[src/rtl/uart_pkg.sv]
// Shared definitions for the UART transmitter: FSM states, frame width and line levels.
// Latency: n/a (types and constants only).
// Backpressure: n/a.
package uart_pkg;

    // Transmitter frame phases
    typedef enum logic [1:0] {
        ST_IDLE  = 2'd0,
        ST_START = 2'd1,
        ST_DATA  = 2'd2,
        ST_STOP  = 2'd3
    } uart_state_t;

    // Payload bits per frame (8N1)
    localparam int UART_DATA_BITS = 8;

    // Serial line levels for the framing bits; idle also uses the stop level
    localparam logic START_BIT = 1'b0;
    localparam logic STOP_BIT  = 1'b1;

endpackage

[src/rtl/uart_baud_counter.sv]
// Bit-period timer: counts 0..CLKS_PER_BIT-1 and pulses bit_done on the last count.
// Latency: bit_done asserts CLKS_PER_BIT-1 cycles after clear while enabled.
// Backpressure: none; free-running while en is high, restarted by clr.
module uart_baud_counter #(
    parameter int CLKS_PER_BIT = 868
) (
    input  logic clk,
    input  logic rst,
    input  logic clr,
    input  logic en,
    output logic bit_done
);

    localparam int            CW   = $clog2(CLKS_PER_BIT);
    localparam logic [CW-1:0] LAST = CW'(CLKS_PER_BIT - 1);

    logic [CW-1:0] cnt;

    // Count cycles within the current bit, wrapping at the last cycle of the bit
    always_ff @(posedge clk or posedge rst) begin
        if (rst) begin
            cnt <= '0;
        end else if (clr) begin
            cnt <= '0;
        end else if (en) begin
            cnt <= (cnt == LAST) ? '0 : cnt + CW'(1);
        end
    end

    assign bit_done = en && (cnt == LAST);

endmodule

[src/rtl/uart_tx_core.sv]
// UART 8N1 transmitter: serialises one byte per valid/ready handshake, LSB first, idle-high line.
// Latency: start bit on the line from the acceptance edge; o_ready returns 10*CLKS_PER_BIT cycles later.
// Backpressure: o_ready low for the whole frame; i_valid/i_data ignored until back in IDLE.
module uart_tx_core
    import uart_pkg::*;
#(
    parameter int CLKS_PER_BIT = 868,
    parameter int DATA_BITS    = UART_DATA_BITS
) (
    input  logic                 i_clk,
    input  logic                 i_rst,
    input  logic [DATA_BITS-1:0] i_data,
    input  logic                 i_valid,
    output logic                 o_ready,
    output logic                 o_uart_tx
);

    localparam logic [2:0] LAST_IDX = 3'(DATA_BITS - 1);

    uart_state_t          state, state_nxt;
    logic [DATA_BITS-1:0] shift, shift_nxt;
    logic [2:0]           bit_idx, bit_idx_nxt;
    logic                 tx_q, tx_nxt;
    logic                 accept;
    logic                 bit_done;

    uart_baud_counter #(
        .CLKS_PER_BIT(CLKS_PER_BIT)
    ) u_baud (
        .clk      (i_clk),
        .rst      (i_rst),
        .clr      (accept),
        .en       (state != ST_IDLE),
        .bit_done (bit_done)
    );

    // State, shift register, bit index and registered line output
    always_ff @(posedge i_clk or posedge i_rst) begin
        if (i_rst) begin
            state   <= ST_IDLE;
            shift   <= '0;
            bit_idx <= '0;
            tx_q    <= STOP_BIT;
        end else begin
            state   <= state_nxt;
            shift   <= shift_nxt;
            bit_idx <= bit_idx_nxt;
            tx_q    <= tx_nxt;
        end
    end

    // Next-state logic; the line value for the next bit is computed here so it
    // lands in tx_q on the same edge the state changes
    always_comb begin
        state_nxt   = state;
        shift_nxt   = shift;
        bit_idx_nxt = bit_idx;
        tx_nxt      = tx_q;
        accept      = 1'b0;
        case (state)
            ST_IDLE: begin
                tx_nxt = STOP_BIT;
                if (i_valid) begin
                    accept      = 1'b1;
                    shift_nxt   = i_data;
                    bit_idx_nxt = '0;
                    tx_nxt      = START_BIT;
                    state_nxt   = ST_START;
                end
            end
            ST_START: begin
                if (bit_done) begin
                    tx_nxt    = shift[0];
                    state_nxt = ST_DATA;
                end
            end
            ST_DATA: begin
                if (bit_done) begin
                    shift_nxt = shift >> 1;
                    if (bit_idx == LAST_IDX) begin
                        tx_nxt    = STOP_BIT;
                        state_nxt = ST_STOP;
                    end else begin
                        tx_nxt      = shift[1];
                        bit_idx_nxt = bit_idx + 3'd1;
                    end
                end
            end
            ST_STOP: begin
                if (bit_done) begin
                    state_nxt = ST_IDLE;
                end
            end
            default: begin
                state_nxt = ST_IDLE;
                tx_nxt    = STOP_BIT;
            end
        endcase
    end

    assign o_ready   = (state == ST_IDLE);
    assign o_uart_tx = tx_q;

endmodule

[config.mk]
export PLATFORM = sky130hd
export DESIGN_NAME = uart_tx_core
export DESIGN_NICKNAME = d
export VERILOG_FILES = /design/src/rtl/uart_pkg.sv /design/src/rtl/uart_baud_counter.sv /design/src/rtl/uart_tx_core.sv
export SDC_FILE = /design/constraint.sdc
export NUM_CORES = 1
export LEC_CHECK = 0
export CORE_ASPECT_RATIO = 0.6
export CORE_MARGIN = 5
export CORE_UTILIZATION = 61
export DETAILED_ROUTE_END_ITERATION = 8
export GPL_TIMING_DRIVEN = 0
export PLACE_DENSITY = 0.84
export SLEW_MARGIN = 20
export SYNTH_ARGS = -nofsm -noshare
export SYNTH_HDL_FRONTEND = slang
export SYNTH_HIERARCHICAL = 1
export SYNTH_SLANG_ARGS = --single-unit
[constraint.sdc]
create_clock -name i_clk -period 3.77 [get_ports i_clk]
set_input_delay 0.754 -clock i_clk [delete_from_list [all_inputs] [get_ports i_clk]]
set_output_delay 0.754 -clock i_clk [all_outputs]
set_load 0.05 [all_outputs]
# Yosys cells after proc, flatten, opt, wreduce, memory -nomap -nowiden
# Cells that the tools add are included.
# word_totals
regBits	24
elab_cells	51
in_bits	11
# classes
reduce_logical	10
mux	23
n_addsub	2
eq_ne	11
# ops
operator	count
10-bit 2-to-1 mux	3
8-bit 2-to-1 mux	2
8-bit one-hot mux with 2 select lines	1
2-bit inequality test, second input constant	6
10-bit by 1-bit adder with 10-bit output, second input constant	1
10-bit == test, second input constant	1
2-bit 2-to-1 mux	5
3-bit 2-to-1 mux	3
2-bit one-hot mux with 4 select lines	1
1-bit 2-to-1 mux	6
3-bit one-hot mux with 2 select lines	1
3-bit AND reduction	2
2-bit nonzero test	3
5-bit AND reduction	1
2-bit == test, second input constant	2
4-bit AND reduction	1
3-bit by 1-bit adder with 3-bit output, second input constant	1
3-bit == test, second input constant	1
1-bit one-hot mux with 3 select lines	1
3-bit nonzero test	1
2-bit by 1-bit == test with 1-bit output, second input constant	1
2-bit logical NOT	1
1-bit logical AND	1

# Depth between registers and ports, before layout
# Gate-level depths: netlist of the first run.
# depth
word_depth	4
mapped_depth	9
mapped_depth_nobuf	8

# Modules after synthesis
# Netlist of the first run, hierarchy kept.
# modules_own_cells
mod	area_each_um2	cells_each	n_inst	seq_area_each_um2
uart_tx_core	914.6	75	1	351.6
uart_baud_counter	596.8	59	1	250.2

# Worst setup path after synthesis of the first run
# OpenSTA, ideal clock, no wires.
# synth_timing
path_kind	reg2reg
start	register state[0]
end	register shift[1]
t_arrival_ns	2.559
setup_time_ns	0.125
stages_incl_launch_ff	10
required_time_ns	3.645
slack_ns	1.085
synth_period_minus_slack_ns	2.685
path_buffers	1
cell_sequence	dfrtp_1 inv_1 ha_1 inv_1 inv_1 nor4_1 nor2b_4 nor3_4 buf_6 mux2_4
# synth_rtl
element	line	source
from (decl)	uart_tx_core.sv:20	uart_state_t state, state_nxt;
from (signal assigned)	uart_tx_core.sv:45	state <= state_nxt;
2-bit logical NOT *	-	
via o_ready	uart_tx_core.sv:14	output logic o_ready,
2-bit inequality test (no line) / 2-bit nonzero test (equally long branches)	-	
3-bit AND reduction (no line)	-	
to (signal assigned)	uart_tx_core.sv:46	shift <= shift_nxt;
to (decl)	uart_tx_core.sv:21	logic [DATA_BITS-1:0] shift, shift_nxt;
# Mark *: on every way through the listed nets, which the timed path passes. The rest lies on a longest branch.
# A chain may end at the register's enable or synchronous reset.

# Final worst setup path of the first run
# layout_timing
start	register state[0]
end	register shift[1]
# layout_between
elab_chain_len	4
# layout_lines
element	line	source
2-bit nonzero test	uart_tx_core.sv:33	.en (state != ST_IDLE),
1-bit logical AND	uart_baud_counter.sv:30	assign bit_done = en && (cnt == LAST);
via bit_done	uart_tx_core.sv:25	logic bit_done;
2-bit inequality test (no line)	-	
3-bit AND reduction (no line)	-	
# The timed path passes the listed nets, and every way through them passes these cells.

==> impl_results.md, run 1 <==
* Outcome: complete, no violations
* Sum of routed wire length over all layers at 3150 µm
* Number of flops mapped to enable cells by yosys at 0
* Top cells by instance count after synthesis: dfrtp_1 (23), inv_1 (12), mux2_2 (9)
* Syn_area_per_cell at 11.3 µm²
* Synthesized netlist cell count at 134
* Initial antenna violation count at 0
* Maximum cell stage delay along the critical path at 740 ps
* Cell repeated most along the worst path: inv_1
* Worst relative slew slack at 44.6%
* Count of standard-cell rows at 14
* Half-perimeter wire length of the detailed placement result at 2420 µm
* DP Area at 1670 µm²
* Die width at 74.3 µm
* Cell family with the largest share of critical-path delay: simple AND/OR/NAND/NOR gates
* Clock slew seen by the registers of the worst setup and hold paths at 90 ps
* Period Utilization, post-route at 76.8%
* TritonCTS clock tree: yes
* Ratio of cells with drive above 1 in the final layout at 22.0%
* Element type at the critical path start: flop
* Endpoint class of the critical path: flop
* Share of the synthesized area in the top cell type at 38.1%
* Sequential standard cell area at 602 µm²
* Top Ports at 13
* Sequential-to-total area share from yosys stat at 39.8%
* Count of maximum capacitance violations at 0
* Total of warnings raised by yosys at 6
* Die footprint at 3610 µm²
* Total GRT Usage at 19.8%
* Worst path buffer plus inverter count at 4
* Peak supply drop at 0.484 mV
* Vias at 1121
* Total nets after synthesis at 153
* Post-CTS Hold Buffers at 0
* Crit Path Class: reg -> reg
* Number of global-route vias before repair at 1103
* RSZ-0062 raised after global routing: false
* Drt wl/cell at 17.3 µm
* Final net count at 170
* Via density at 6.16
* # fillers at 152
* Number of buffers created by CTS at 3
* Port-buffer cells at 12
* Pre-antenna DRT Iters at 4
* Antenna diodes at 0
* Crit-path max FO at 10
* Starting Density at 62.1%
* Chip Height at 48.6 µm
* Min Hold Slack at 524 ps
* Largest net degree at the start of global routing at 15
* Share of async-settable or async-resettable flops after synthesis at 100%
* Power consumption at 1.44 mW
* DRT iter0 DRCs at 107
* Final setup viols at 0
* Syn Std Cell Area at 1510 µm²
* Cells taking the most area after synthesis: dfrtp_1 (38%), mux2_2 (6.7%), ha_1 (6.6%)
* Most frequently used flop master after synthesis: dfrtp_1
* Cell type of the slowest stage on the worst timing path: nor4_1
* Count leader, synth: dfrtp_1
* Leakage power total at 0.746 nW
* Synth area leader: dfrtp_1
* H-tree levels at 1
* Peak Freq at 346 MHz
* Final estimated routing congestion in global placement at 0.776
* Setup repair bufs after CTS at 0
* Wire length of the first global-routing pass at 5440 µm
* Final critical path time including I/O delays and setup at 2890 ps
* Cells traversed along the worst timing path: inv_1 > ha_1 > inv_1 > inv_1 > nor4_1 > nor2b_4 > nor3_4 > buf_6 > mux2_4
* Ratio of total power to cell area at 824 nW/µm²
* DR DRC count at 0
* Post-CTS sizing at 0
* Syn-to-layout area delta at 15.3%
* Antenna violation net count after detailed routing at 0
* Min-Delay Path Class: reg -> reg
* Cell area after layout at 1740 µm²
* Hold Fails Final Rpt at 0
* Fin. max-slew vios at 0
* Worst clock skew at 6.33 ps
* Area of the multi-input gates at 828 µm²
* CORE AREA at 2430 µm²
* Total negative slack at 0 ps
* Slew at the pin with the worst max-slew slack at 824 ps
* Count of different cell masters after synthesis at 45
* Clock latency at the later pin of the worst-skew pair at 270 ps
* Total of flip-flops plus latches after synthesis at 24
* Required time at the endpoint of the critical path at 3920 ps
* Clock sink count at 24
* Remaining global-route overflow at 0
* Maximum clock path buffer count at 2
* Root Buffer: clkbuf_8
* Worst Path Arrival at 3050 ps
[final cells by class]
type | count | area share, %
multi-input cells | 95 | 47.5
flip-flops and latches | 24 | 34.5
clock buffers | 3 | 2.37
inverters | 12 | 2.58
repair buffers | 12 | 6.89
clock inverters | 1 | 1.72
plain buffers | 3 | 2.08
well taps | 32 | 2.30
[per-stage QoR]
| step | cells | util (%) | setup WS [ps] |
|---|---|---|---|
| 5_1_grt | 182 | 71.6 | 732 |
| 6_report | 182 | 71.6 | 876 |
| 2_1_floorplan | 134 | - | 1090 |
| 3_3_place_gp | 178 | 68.7 | 1030 |
| 3_5_place_dp | 178 | 68.7 | 916 |
| 4_1_cts | 182 | 71.6 | 896 |
[power breakdown]
group	internal (mW)	total [mW]	switching, mW
clock network	0.142	0.225	0.0833
registers	0.355	0.440	0.0847
logic	0.387	0.772	0.385
[per-layer routing]
layer	vias to the layer above	track usage, %	part of all wire (%)
li1	519	-	-
met1	562	28.1	46
met2	35	30.1	48
met3	5	3.72	4.7
met4	0	7.10	1.4
met5	-	0	0
[registers in the layout (all words and copies together) (netlist names)]
register,cells
state,2
bit_idx,3
shift,8
o_uart_tx,1
u_baud/cnt,10
[worst reg2reg max path, cell delays in order (launching register included)]
cell,delay (ps)
dfrtp_1,440
inv_1,90
ha_1,290
inv_1,230
inv_1,130
nor4_1,740
nor2b_4,120
nor3_4,230
buf_6,190
mux2_4,310
[kinds of logic (layout without fill, tap and decap cells)]
logic type                 count (synthesis)  after routing  share of synthesized area [%]
AOI/OAI and AO/OA                         28             28                           14.1
xor gates and xnor gates                   2              2                           1.16
adders and majority gates                  8              8                           6.62
buffers and inverters                     15             31                           5.38
DFF                                       24             24                           39.8
muxes                                     16             16                           13.4
and+or+nand+nor                           41             41                           19.5
[worst paths after layout]
check / start / endpoint / slack (ps) / cells past startpoint
hold reg to reg: shift[0]$_DFFE_PP0P_ / shift[0]$_DFFE_PP0P_ / 520 / 1
hold / removal: shift[0]$_DFFE_PP0P_ / shift[0]$_DFFE_PP0P_ / 520 / 1
setup / recovery: state[0]$_DFFE_PP0P_ / shift[1]$_DFFE_PP0P_ / 880 / 9
min in group asynchronous: i_rst / u_baud/cnt[2]$_DFFE_PP0P_ / 800 / 2
max in group asynchronous: i_rst / o_uart_tx$_DFFE_PP1P_ / 2540 / 2
setup reg to reg: state[0]$_DFFE_PP0P_ / shift[1]$_DFFE_PP0P_ / 880 / 9
[cells in the final DEF (no fill, tap or decap), types with 2 or more instances in the layout]
cell              n
buf_6             2
or4_1             3
or3_1             3
clkbuf_8          4
o31ai_1           3
nand2_1           8
clkdlybuf4s50_1  12
nor2_1            5
o21ai_1           2
xor2_1            2
dfrtp_1          23
nand3_1           6
mux2_2            9
o221ai_1          4
ha_1              8
mux2_4            6
o21ai_0           5
inv_1            12
a21oi_1           5
No activity file was read; power rests on OpenSTA's default activity.
==> inputs of run 2 (changes only) <==
--- a/config.mk
+++ b/config.mk
@@ -7,10 +7,10 @@
 export LEC_CHECK = 0
 export CORE_ASPECT_RATIO = 0.6
 export CORE_MARGIN = 5
-export CORE_UTILIZATION = 61
+export CORE_UTILIZATION = 51
 export DETAILED_ROUTE_END_ITERATION = 8
 export GPL_TIMING_DRIVEN = 0
-export PLACE_DENSITY = 0.84
+export PLACE_DENSITY = 0.75
 export SLEW_MARGIN = 20
 export SYNTH_ARGS = -nofsm -noshare
 export SYNTH_HDL_FRONTEND = slang
==> constraint.sdc (replaced) <==
create_clock -name i_clk -period 2.5 [get_ports i_clk]
set_input_delay 0.5 -clock i_clk [delete_from_list [all_inputs] [get_ports i_clk]]
set_output_delay 0.5 -clock i_clk [all_outputs]
set_load 0.05 [all_outputs]
==> run 2 against run 1 <==
Effect of this change: register-to-register slack got worse by 680 ps; power grew 51%; clock skew fell by 5.0 ps; first-iteration DRC count increased by 31%; non-clock buffer count up 1; wire length is 3.1% lower; critical path type is now reg -> out; critical endpoint is now o_ready; highest routed layer unchanged.
==> impl_results.md, run 2 (synthesis gave the netlist of run 1 again) <==
* Required time at the endpoint of the critical path at 2000 ps (was 3920 ps)
* Antenna diodes at 0 (unchanged)
* Period Utilization, post-route at 96.8%
* Number of global-route vias before repair at 1161 (was 1103)
* GR Util met1 at 22.6% (was 28.1%)
* Peak supply drop at 0.546 mV (was 0.484 mV)
* Start point of the worst min-delay path: shift[4]$_DFFE_PP0P_ (was shift[0]$_DFFE_PP0P_)
* Minimum setup slack in the final design at 80.6 ps (was 876 ps)
* Die width at 80.3 µm (was 74.3 µm)
* Drt wl/cell at 15.8 µm (was 17.3 µm)
* Clock slew seen by the registers of the worst setup and hold paths at 80 ps (was 90 ps)
* Remaining global-route overflow at 0 (unchanged)
* Element type at the critical path start: flop (unchanged)
* Grt met3 use at 3.95% (was 3.72%)
* RSZ-0062 raised after global routing: false (unchanged)
* Final setup viols at 0 (unchanged)
* Outcome: complete, no violations (unchanged)
* Worst setup slack after placement at -23.9 ps (was 916 ps)
* Wire length of the first global-routing pass at 5420 µm (was 5440 µm)
* Starting Density at 53.0% (was 62.1%)
* Via density at 5.61 (was 6.16)
* Worst reg2reg setup slack at 200 ps (was 880 ps)
* Die footprint at 4190 µm² (was 3610 µm²)
* DRT iter0 DRCs at 140 (was 107)
* H-tree levels at 1 (unchanged)
* GRT met2 Usage at 27.5% (was 30.1%)
* Antenna violation net count after detailed routing at 0 (unchanged)
* # fillers at 223 (was 152)
* DP Area at 1690 µm² (was 1670 µm²)
* Leakage power total at 0.750 nW (was 0.746 nW)
* Hold Fails Final Rpt at 0 (unchanged)
* Highest-count cells in the layout ignoring fill and taps: dfrtp_1 (23), clkdlybuf4s50_1 (12), inv_1 (11), mux2_2 (9), nand2_1 (8) (was dfrtp_1 (23), inv_1 (12), clkdlybuf4s50_1 (12), mux2_2 (9))
* Cell type of the slowest stage on the worst timing path: clkdlybuf4s50_1 (was nor4_1)
* Slew at the pin with the worst max-slew slack at 576 ps (was 824 ps)
* Crit Path Class: reg -> out (was reg -> reg)
* Cell family with the largest share of critical-path delay: buffers and inverters (was simple AND/OR/NAND/NOR gates)
* Endpoint class of the critical path: output pin (was flop)
* Count of maximum capacitance violations at 0 (unchanged)
* Worst clock skew at 1.36 ps (was 6.33 ps)
* Hold Path Stages at 1 (unchanged)
* DR DRC count at 0 (unchanged)
* Syn-to-layout area delta at 17.8% (was 15.3%)
* Cells traversed along the worst timing path: inv_1 > ha_2 > clkdlybuf4s50_1 (was inv_1 > ha_1 > inv_1 > inv_1 > nor4_1 > nor2b_4 > nor3_4 > buf_6 > mux2_4)
* Flip-flop count of the largest register after layout at 10 (unchanged)
* Ratio of total power to cell area at 1220 nW/µm² (was 824 nW/µm²)
* Largest registers in the final layout: u_baud/cnt (10), shift (8), bit_idx (3) (unchanged)
* Worst min-delay path endpoint: shift[4]$_DFFE_PP0P_ (was shift[0]$_DFFE_PP0P_)
* Chip Height at 52.2 µm (was 48.6 µm)
* Final estimated routing congestion in global placement at 0.825 (was 0.776)
* Reg2reg end: shift[5]$_DFFE_PP0P_ (was shift[1]$_DFFE_PP0P_)
* CORE AREA at 2850 µm² (was 2430 µm²)
* Worst Path Arrival at 1920 ps (was 3050 ps)
* Vias at 1082 (was 1121)
* Crit-path max FO at 7 (was 10)
* Layer carrying the most global-route usage: met2 (unchanged)
* Largest net degree at the start of global routing at 15 (unchanged)
* Path depth of the worst reg2reg path at 9 (unchanged)
* Initial antenna violation count at 0 (unchanged)
* Sum of routed wire length over all layers at 3050 µm (was 3150 µm)
* Min-Delay Path Class: reg -> reg (unchanged)
* Number of buffers created by CTS at 3 (unchanged)
* Count of standard-cell rows at 15 (was 14)
* Critical R2R Launch: state[0]$_DFFE_PP0P_ (unchanged)
* Peak Freq at 413 MHz
* Register containing the most flip-flops in the final layout: u_baud/cnt (unchanged)
* Clock sink count at 24 (unchanged)
* Fin. max-slew vios at 0 (unchanged)
* Maximum clock path buffer count at 2 (unchanged)
* TritonCTS clock tree: yes (unchanged)
* Final net count at 171 (was 170)
* Ratio of cells with drive above 1 in the final layout at 24.5% (was 22.0%)
* Half-perimeter wire length of the detailed placement result at 2310 µm (was 2420 µm)
* Power consumption at 2.18 mW (was 1.44 mW)
* Pre-antenna DRT Iters at 4 (unchanged)
* Top Ports at 13 (unchanged)
* Total GRT Usage at 16.9% (was 19.8%)
* Final critical path time including I/O delays and setup at 2420 ps
* Maximum cell stage delay along the critical path at 830 ps (was 740 ps)
* Total negative slack at 0 ps (unchanged)
* Most common library cell in the layout ignoring fill and taps: dfrtp_1 (unchanged)
* Worst path buffer plus inverter count at 2 (was 4)
* Port-buffer cells at 12 (unchanged)
* Root Buffer: clkbuf_8 (unchanged)
* Cell area after layout at 1780 µm² (was 1740 µm²)
* Clock latency at the later pin of the worst-skew pair at 260 ps (was 270 ps)
* Worst relative slew slack at 61.6% (was 44.6%)
* Post-CTS Hold Buffers at 0 (unchanged)
## run 2: cell count changes in the layout (fill, tap and decap cells not counted), sizes merged
cell  delta
buf      +1
## run 2: worst reg2reg max path: stages, from the launching register on
cell     delay (ps)
dfrtp_1         430
inv_1            90
ha_2            250
inv_2           130
inv_1           130
nor4_4          360
nor2b_4         100
nor3_4          200
buf_6           190
mux2_4          310
## run 2: timing repair
action,4_1_cts,5_1_grt
pin swaps,0,1
endpoints found under the setup margin,6,7
buffers inserted,0,1
gates resized for setup,1,1
## run 2: how the worst max path moves through the flow
| stage | cells after the start | slack, ps | startpoint | end |
|---|---|---|---|---|
| after floorplan | 9 | 130 | state[0]$_DFFE_PP0P_ | shift[1]$_DFFE_PP0P_ |
| after global placement | 9 | 60 | state[0]$_DFFE_PP0P_ | shift[4]$_DFFE_PP0P_ |
| after detailed placement | 9 | -20 | state[0]$_DFFE_PP0P_ | shift[5]$_DFFE_PP0P_ |
| after CTS | 9 | 60 | state[0]$_DFFE_PP0P_ | shift[5]$_DFFE_PP0P_ |
| after global routing | 3 | 6 | state[1]$_DFFE_PP0P_ | o_ready |
| final | 3 | 80 | state[0]$_DFFE_PP0P_ | o_ready |
## run 2: layer usage
| layer | wire length, µm | vias to the layer above |
|---|---|---|
| li1 | - | 527 |
| met1 | 1500 | 525 |
| met2 | 1400 | 28 |
| met3 | 132 | 2 |
| met4 | 14 | 0 |
| met5 | 0 | - |
## run 2: per-stage QoR
stage,std cells,hold slack [ps],util [%]
global route,193,541,62.4
floorplan,134,340,-
detailed placement,188,498,59.3
global placement,188,491,59.3
CTS,192,523,62.1
finish,193,519,62.4
## run 2: final cells by class
class                   count  area, µm²  share of cell area, %
flip-flops and latches     24        602                   33.8
inverters                  12       45.0                   2.53
clock inverters             1       30.0                   1.69
repair buffers             13        128                   7.17
well taps                  42       52.6                   2.95
plain buffers               3       36.3                   2.04
multi-input cells          95        846                   47.5
clock buffers               3       41.3                   2.32
## run 2: report_power, final
part | internal, mW | switching [mW]
registers | 0.536 | 0.130
clock network | 0.214 | 0.124
logic | 0.591 | 0.581
total | 1.34 | 0.835
==> inputs of run 3 (changes only) <==
--- a/config.mk
+++ b/config.mk
@@ -8,6 +8,7 @@
 export CORE_ASPECT_RATIO = 0.6
 export CORE_MARGIN = 5
 export CORE_UTILIZATION = 51
+export CTS_CLUSTER_SIZE = 25
 export DETAILED_ROUTE_END_ITERATION = 8
 export GPL_TIMING_DRIVEN = 0
 export PLACE_DENSITY = 0.75
==> results of run 3 <==
No change in the layout: final DEF, timing and power equal those of run 2.
